--- config.mk ---
export PLATFORM = sky130hd
export DESIGN_NAME = mem_access_unit
export DESIGN_NICKNAME = d
export VERILOG_FILES = /design/src/rtl/mem_access_unit.sv
export SDC_FILE = /design/constraint.sdc
export NUM_CORES = 1
export LEC_CHECK = 0
export BUFFER_PORTS_ARGS = -buffer_cell sky130_fd_sc_hd__clkbuf_2
export CORE_UTILIZATION = 45
export DETAILED_ROUTE_END_ITERATION = 8
export PLACE_DENSITY = 0.75
export SLEW_MARGIN = 25
export SYNTH_ARGS = -nofsm -noshare
export SYNTH_HDL_FRONTEND = slang
export SYNTH_SLANG_ARGS = --single-unit
--- constraint.sdc ---
create_clock -name clk -period 3.23 [get_ports clk]
set_clock_uncertainty 0.05 [all_clocks]
set_input_delay 0.323 -clock clk [delete_from_list [all_inputs] [get_ports clk]]
set_output_delay 0.323 -clock clk [all_outputs]
set_load 0.02 [all_outputs]
--- src/rtl/mem_access_unit.sv ---
// Load/store unit between the MEM stage and a 32-bit word RAM without byte enables.
// Sub-word stores use a read-modify-write sequence; bad requests never touch the RAM.
module mem_access_unit #(
  parameter int unsigned ADDR_W = 5
) (
  input  logic              clk,
  input  logic              rst_n,
  input  logic              req_valid,
  output logic              req_ready,
  input  logic              req_store,
  input  logic [2:0]        req_op,
  input  logic [31:0]       req_addr,
  input  logic [31:0]       req_wdata,
  output logic              resp_valid,
  output logic [31:0]       resp_rdata,
  output logic              resp_err,
  output logic              ram_ce,
  output logic              ram_we,
  output logic [ADDR_W-1:0] ram_addr,
  output logic [31:0]       ram_wdata,
  input  logic [31:0]       ram_rdata
);

  localparam int unsigned DATA_W = 32;
  localparam int unsigned HALF_W = 16;
  localparam int unsigned BYTE_W = 8;

  localparam logic [1:0] SZ_BYTE = 2'b00;
  localparam logic [1:0] SZ_HALF = 2'b01;
  localparam logic [1:0] SZ_WORD = 2'b10;
  localparam logic [1:0] SZ_BAD  = 2'b11;

  typedef enum logic [1:0] {S_IDLE, S_RD, S_WR, S_RESP} state_e;

  state_e              state_q, state_d;
  logic                store_q, store_d;
  logic [2:0]          op_q, op_d;
  logic [1:0]          lane_q, lane_d;
  logic [HALF_W-1:0]   wdata_q, wdata_d;

  logic                req_ready_q, req_ready_d;
  logic                resp_valid_q, resp_valid_d;
  logic [DATA_W-1:0]   resp_rdata_q, resp_rdata_d;
  logic                resp_err_q, resp_err_d;
  logic                ram_ce_q, ram_ce_d;
  logic                ram_we_q, ram_we_d;
  logic [ADDR_W-1:0]   ram_addr_q, ram_addr_d;
  logic [DATA_W-1:0]   ram_wdata_q, ram_wdata_d;

  logic [1:0]          req_size;
  logic                req_illegal;
  logic                req_misaligned;
  logic                req_out_of_range;
  logic                req_bad;
  logic [BYTE_W-1:0]   rd_byte;
  logic [HALF_W-1:0]   rd_half;
  logic [DATA_W-1:0]   load_val;
  logic [DATA_W-1:0]   merged;

  assign req_ready  = req_ready_q;
  assign resp_valid = resp_valid_q;
  assign resp_rdata = resp_rdata_q;
  assign resp_err   = resp_err_q;
  assign ram_ce     = ram_ce_q;
  assign ram_we     = ram_we_q;
  assign ram_addr   = ram_addr_q;
  assign ram_wdata  = ram_wdata_q;

  // Request legality: encoding, alignment and RAM range.
  always_comb begin
    req_size         = req_op[1:0];
    req_illegal      = (req_size == SZ_BAD) || (req_store && req_op[2]) ||
                       ((req_size == SZ_WORD) && req_op[2]);
    req_misaligned   = ((req_size == SZ_HALF) && req_addr[0]) ||
                       ((req_size == SZ_WORD) && (req_addr[1:0] != 2'b00));
    req_out_of_range = |req_addr[31:ADDR_W+2];
    req_bad          = req_illegal || req_misaligned || req_out_of_range;
  end

  // Lane extraction with sign/zero extension, and lane merge for sub-word stores.
  always_comb begin
    rd_byte  = ram_rdata[{lane_q, 3'b000} +: BYTE_W];
    rd_half  = ram_rdata[{lane_q[1], 4'b0000} +: HALF_W];
    load_val = ram_rdata;
    case (op_q[1:0])
      SZ_BYTE: load_val = op_q[2] ? {24'h0, rd_byte} : {{24{rd_byte[7]}}, rd_byte};
      SZ_HALF: load_val = op_q[2] ? {16'h0, rd_half} : {{16{rd_half[15]}}, rd_half};
      default: load_val = ram_rdata;
    endcase
    merged = ram_rdata;
    if (op_q[1:0] == SZ_BYTE) begin
      merged[{lane_q, 3'b000} +: BYTE_W] = wdata_q[BYTE_W-1:0];
    end else begin
      merged[{lane_q[1], 4'b0000} +: HALF_W] = wdata_q;
    end
  end

  // Next-state and registered-output logic.
  always_comb begin
    state_d      = state_q;
    store_d      = store_q;
    op_d         = op_q;
    lane_d       = lane_q;
    wdata_d      = wdata_q;
    req_ready_d  = req_ready_q;
    resp_valid_d = 1'b0;
    resp_rdata_d = resp_rdata_q;
    resp_err_d   = resp_err_q;
    ram_ce_d     = ram_ce_q;
    ram_we_d     = ram_we_q;
    ram_addr_d   = ram_addr_q;
    ram_wdata_d  = ram_wdata_q;

    case (state_q)
      S_IDLE: begin
        ram_ce_d = 1'b0;
        ram_we_d = 1'b0;
        if (req_valid) begin
          store_d     = req_store;
          op_d        = req_op;
          lane_d      = req_addr[1:0];
          wdata_d     = req_wdata[HALF_W-1:0];
          req_ready_d = 1'b0;
          if (req_bad) begin
            state_d      = S_RESP;
            resp_valid_d = 1'b1;
            resp_err_d   = 1'b1;
            resp_rdata_d = '0;
          end else begin
            ram_ce_d   = 1'b1;
            ram_addr_d = req_addr[ADDR_W+1:2];
            if (req_store && (req_size == SZ_WORD)) begin
              state_d     = S_WR;
              ram_we_d    = 1'b1;
              ram_wdata_d = req_wdata;
            end else begin
              state_d  = S_RD;
              ram_we_d = 1'b0;
            end
          end
        end
      end
      S_RD: begin
        if (store_q) begin
          state_d     = S_WR;
          ram_we_d    = 1'b1;
          ram_wdata_d = merged;
        end else begin
          state_d      = S_RESP;
          ram_ce_d     = 1'b0;
          resp_valid_d = 1'b1;
          resp_err_d   = 1'b0;
          resp_rdata_d = load_val;
        end
      end
      S_WR: begin
        state_d      = S_RESP;
        ram_ce_d     = 1'b0;
        ram_we_d     = 1'b0;
        resp_valid_d = 1'b1;
        resp_err_d   = 1'b0;
        resp_rdata_d = '0;
      end
      S_RESP: begin
        state_d     = S_IDLE;
        req_ready_d = 1'b1;
      end
      default: begin
        state_d     = S_IDLE;
        req_ready_d = 1'b1;
        ram_ce_d    = 1'b0;
        ram_we_d    = 1'b0;
      end
    endcase
  end

  // State and output registers; reset aborts any access and drops the RAM strobes at once.
  always_ff @(posedge clk or negedge rst_n) begin
    if (!rst_n) begin
      state_q      <= S_IDLE;
      store_q      <= 1'b0;
      op_q         <= '0;
      lane_q       <= '0;
      wdata_q      <= '0;
      req_ready_q  <= 1'b1;
      resp_valid_q <= 1'b0;
      resp_rdata_q <= '0;
      resp_err_q   <= 1'b0;
      ram_ce_q     <= 1'b0;
      ram_we_q     <= 1'b0;
      ram_addr_q   <= '0;
      ram_wdata_q  <= '0;
    end else begin
      state_q      <= state_d;
      store_q      <= store_d;
      op_q         <= op_d;
      lane_q       <= lane_d;
      wdata_q      <= wdata_d;
      req_ready_q  <= req_ready_d;
      resp_valid_q <= resp_valid_d;
      resp_rdata_q <= resp_rdata_d;
      resp_err_q   <= resp_err_d;
      ram_ce_q     <= ram_ce_d;
      ram_we_q     <= ram_we_d;
      ram_addr_q   <= ram_addr_d;
      ram_wdata_q  <= ram_wdata_d;
    end
  end

endmodule

==> flow_summary.ini <==
[status]
status = finished, final reports clean

[floorplanning]
core_mm2 = 0.0126
ios = 177
die_y_um = 116
initial_core_util_pct = 46.2
die_area_mm2 = 0.0134
rows = 41
die_w_um = 116

[timing]
fmax_ghz = 0.384
post-route-period-util_pct = 80.7
fin_tns_setup_ps = 0
setup_viol = 0
fin_crit_ps = 2610
layout_setup_ws_ps = 623
hold_viol = 0
worst_slew_pin_slew_ps = 831
grt_setup_unrepaired = no
drv_slew = 0
max_slew_margin_pct = 44.2

[place]
dpl.hpwl_um = 13400
routabilityCongestion = 0.942
io_buffers = 176
post-place-ws_ps = 519

[critical_path]
r2r_cells = 8
r2r_setup_slack_ps = 620
crit_type = flip-flop to flip-flop
crit_fanout = 80
r2r_end = resp_rdata[8]$_DFFE_PN0P_
cp-end-kind = flip-flop
cp.arrival_ps = 2820
critPathLaunchType = flip-flop
reg2reg_from = state_q[1]$_DFFE_PN0N_
crit_required_ps = 3450

[synthesis]
synth_cells = 565
synth.area.top_cells = dfrtp_1 (42%), mux2_4 (11%), mux2_2 (5.2%)
yosysUniqueCellTypes = 50
yosysMostFrequentCell = dfrtp_1
synth_commonest_cells = dfrtp_1 (97), inv_1 (58), a21oi_1 (46), mux2_4 (43), nand2_1 (43)
synth.ff_latch_count = 98
ys.flop_type = dfrtp_1
syn-cell-area_mm2 = 0.00584
syn_nets = 677
ys_warn_count = 0
synth_top_area_cell = dfrtp_1
ys_seq_area_share_pct = 42.0
ys_async_sr_fraction_pct = 100
synth_edf_count = 0
synth_top_area_share_pct = 41.6
synth_area_per_cell_um2 = 10.3

[min_path]
hp-start = req_addr[6]
hold_path_depth = 2
hold_path.class = input pin to flip-flop
min_to = ram_addr[4]$_DFFE_PN0P_

[clock_tree]
cts.reportedPaths.clkPinSlew_ps = 70
cts_tree = done
worst_skew_pair.late_latency_ps = 360
h-tree-depth = 3
post_cts_buffers = 0
holdBufCountCts = 1
cts_buffers = 9
cts_root_buf = clkbuf_16
cts_num_sinks = 98
cts_resized = 0
clockBufferDepth = 2

[global_route]
grt_pass1_wl_um = 26800
use_met1_pct = 34.3
use_met2_pct = 44.5
antenna_found_initial = 0
grt_max_degree = 81
grt_pass1_vias = 5017
grtUsageTotal_pct = 26.9
grtUsageMet3_pct = 6.01
busiest_layer = met2
gr-total-overflow = 0

[route]
drc = 0
vias = 5126
drtAntennaViolNets = 0
routed_wl_um = 17600
via_per_inst = 5.66
drtPass1Iterations = 6
drtIter0Drc = 437
wl_per_cell_um = 19.5

[final_layout]
layout.nets = 840
syn2layout_area_growth_pct = 22.3
diodes = 0
drive_above_1_share_pct = 39.4

[power]
p_per_area_mw_per_mm2 = 1100
ir_drop_mv = 0.602
p_leak_nw = 3.52

[job]
cap_violations = 0
through the flow:
| step | std cells | power, mW | hold slack [ps] | utilization (%) | area, µm² |
|---|---|---|---|---|---|
| 2_1_floorplan | 565 | 5.66 | -22.6 | - | 5840 |
| 3_3_place_gp | 887 | 6.58 | 252 | 53.9 | 6810 |
| 3_5_place_dp | 887 | 6.71 | 260 | 53.9 | 6810 |
| 4_1_cts | 904 | 7.79 | 132 | 56.3 | 7110 |
| 5_1_grt | 905 | 8.34 | 138 | 56.6 | 7140 |
| 6_report | 905 | 7.88 | 134 | 56.6 | 7140 |
final cells by class:
type,count,area (µm²)
inverter,59,221
clock inverter,3,22.5
fill,1157,5480
clock buffer,13,270
multi-input combinational,373,2970
tap,172,215
timing repair buffer,187,988
sequential,98,2450
cells by family after synthesis:
family | after synthesis | synth area share [%]
adder cells (fa/ha/maj) | 9 | 1.93
AO/OA/AOI/OAI | 173 | 20.2
AND/OR/NAND/NOR | 97 | 7.91
multiplexers | 94 | 20.6
buffers and inverters | 94 | 7.29
flip-flops | 98 | 42.0
critical path: stages, from the launching register on:
cell,delay [ps]
dfrtp_1,420
inv_1,100
ha_2,190
buf_4,580
nand2b_1,210
or3_1,390
o311ai_4,160
o22ai_1,190
mux2i_1,210
sequential cells by signal, summed over array words and instances (netlist names):
name,cells
resp_err,1
req_ready,1
resp_valid,1
resp_rdata,32
state_q,2
op_q,3
ram_ce,1
lane_q,2
ram_wdata,32
ram_addr,5
ram_we,1
store_q,1
wdata_q,16
cell usage in the layout, fill, tap and decap left out, types with 21 or more instances in the layout:
cell type and instances:
clkbuf_2 175, dfrtp_1 97, inv_1 58, a21oi_1 46, nand2_1 43, mux2_4 43
o21ai_0 38, nor2_1 28, mux2_2 27, o22ai_1 27, mux2i_1 21
metal layers:
layer | share of wire, % | vias to the layer above | wire (µm)
met5 | 0 | - | 0
li1 | - | 2370 | -
met1 | 41 | 2447 | 7230
met3 | 8.3 | 43 | 1470
met4 | 3.0 | 0 | 526
met2 | 48 | 266 | 8420
where the power goes:
group	switching (mW)	leakage (nW)	internal [mW]	total, mW
clock	0.480	0.134	0.586	1.07
sequential	0.460	1.23	1.79	2.25
combinational	2.56	2.16	2.01	4.57
total	3.50	3.52	4.38	7.88
worst max-delay path by stage:
stage	start	to	cells after the start
after floorplan	lane_q[1]$_DFFE_PN0P_	ram_wdata[10]$_DFFE_PN0P_	8
after global placement	state_q[1]$_DFFE_PN0N_	resp_rdata[14]$_DFFE_PN0P_	8
after detailed placement	state_q[0]$_DFFE_PN0N_	resp_rdata[12]$_DFFE_PN0P_	8
after CTS	state_q[0]$_DFFE_PN0N_	resp_rdata[8]$_DFFE_PN0P_	8
after global routing	state_q[1]$_DFFE_PN0N_	resp_rdata[8]$_DFFE_PN0P_	8
final	state_q[1]$_DFFE_PN0N_	resp_rdata[8]$_DFFE_PN0P_	8
Power figures use the tool's default switching activity.
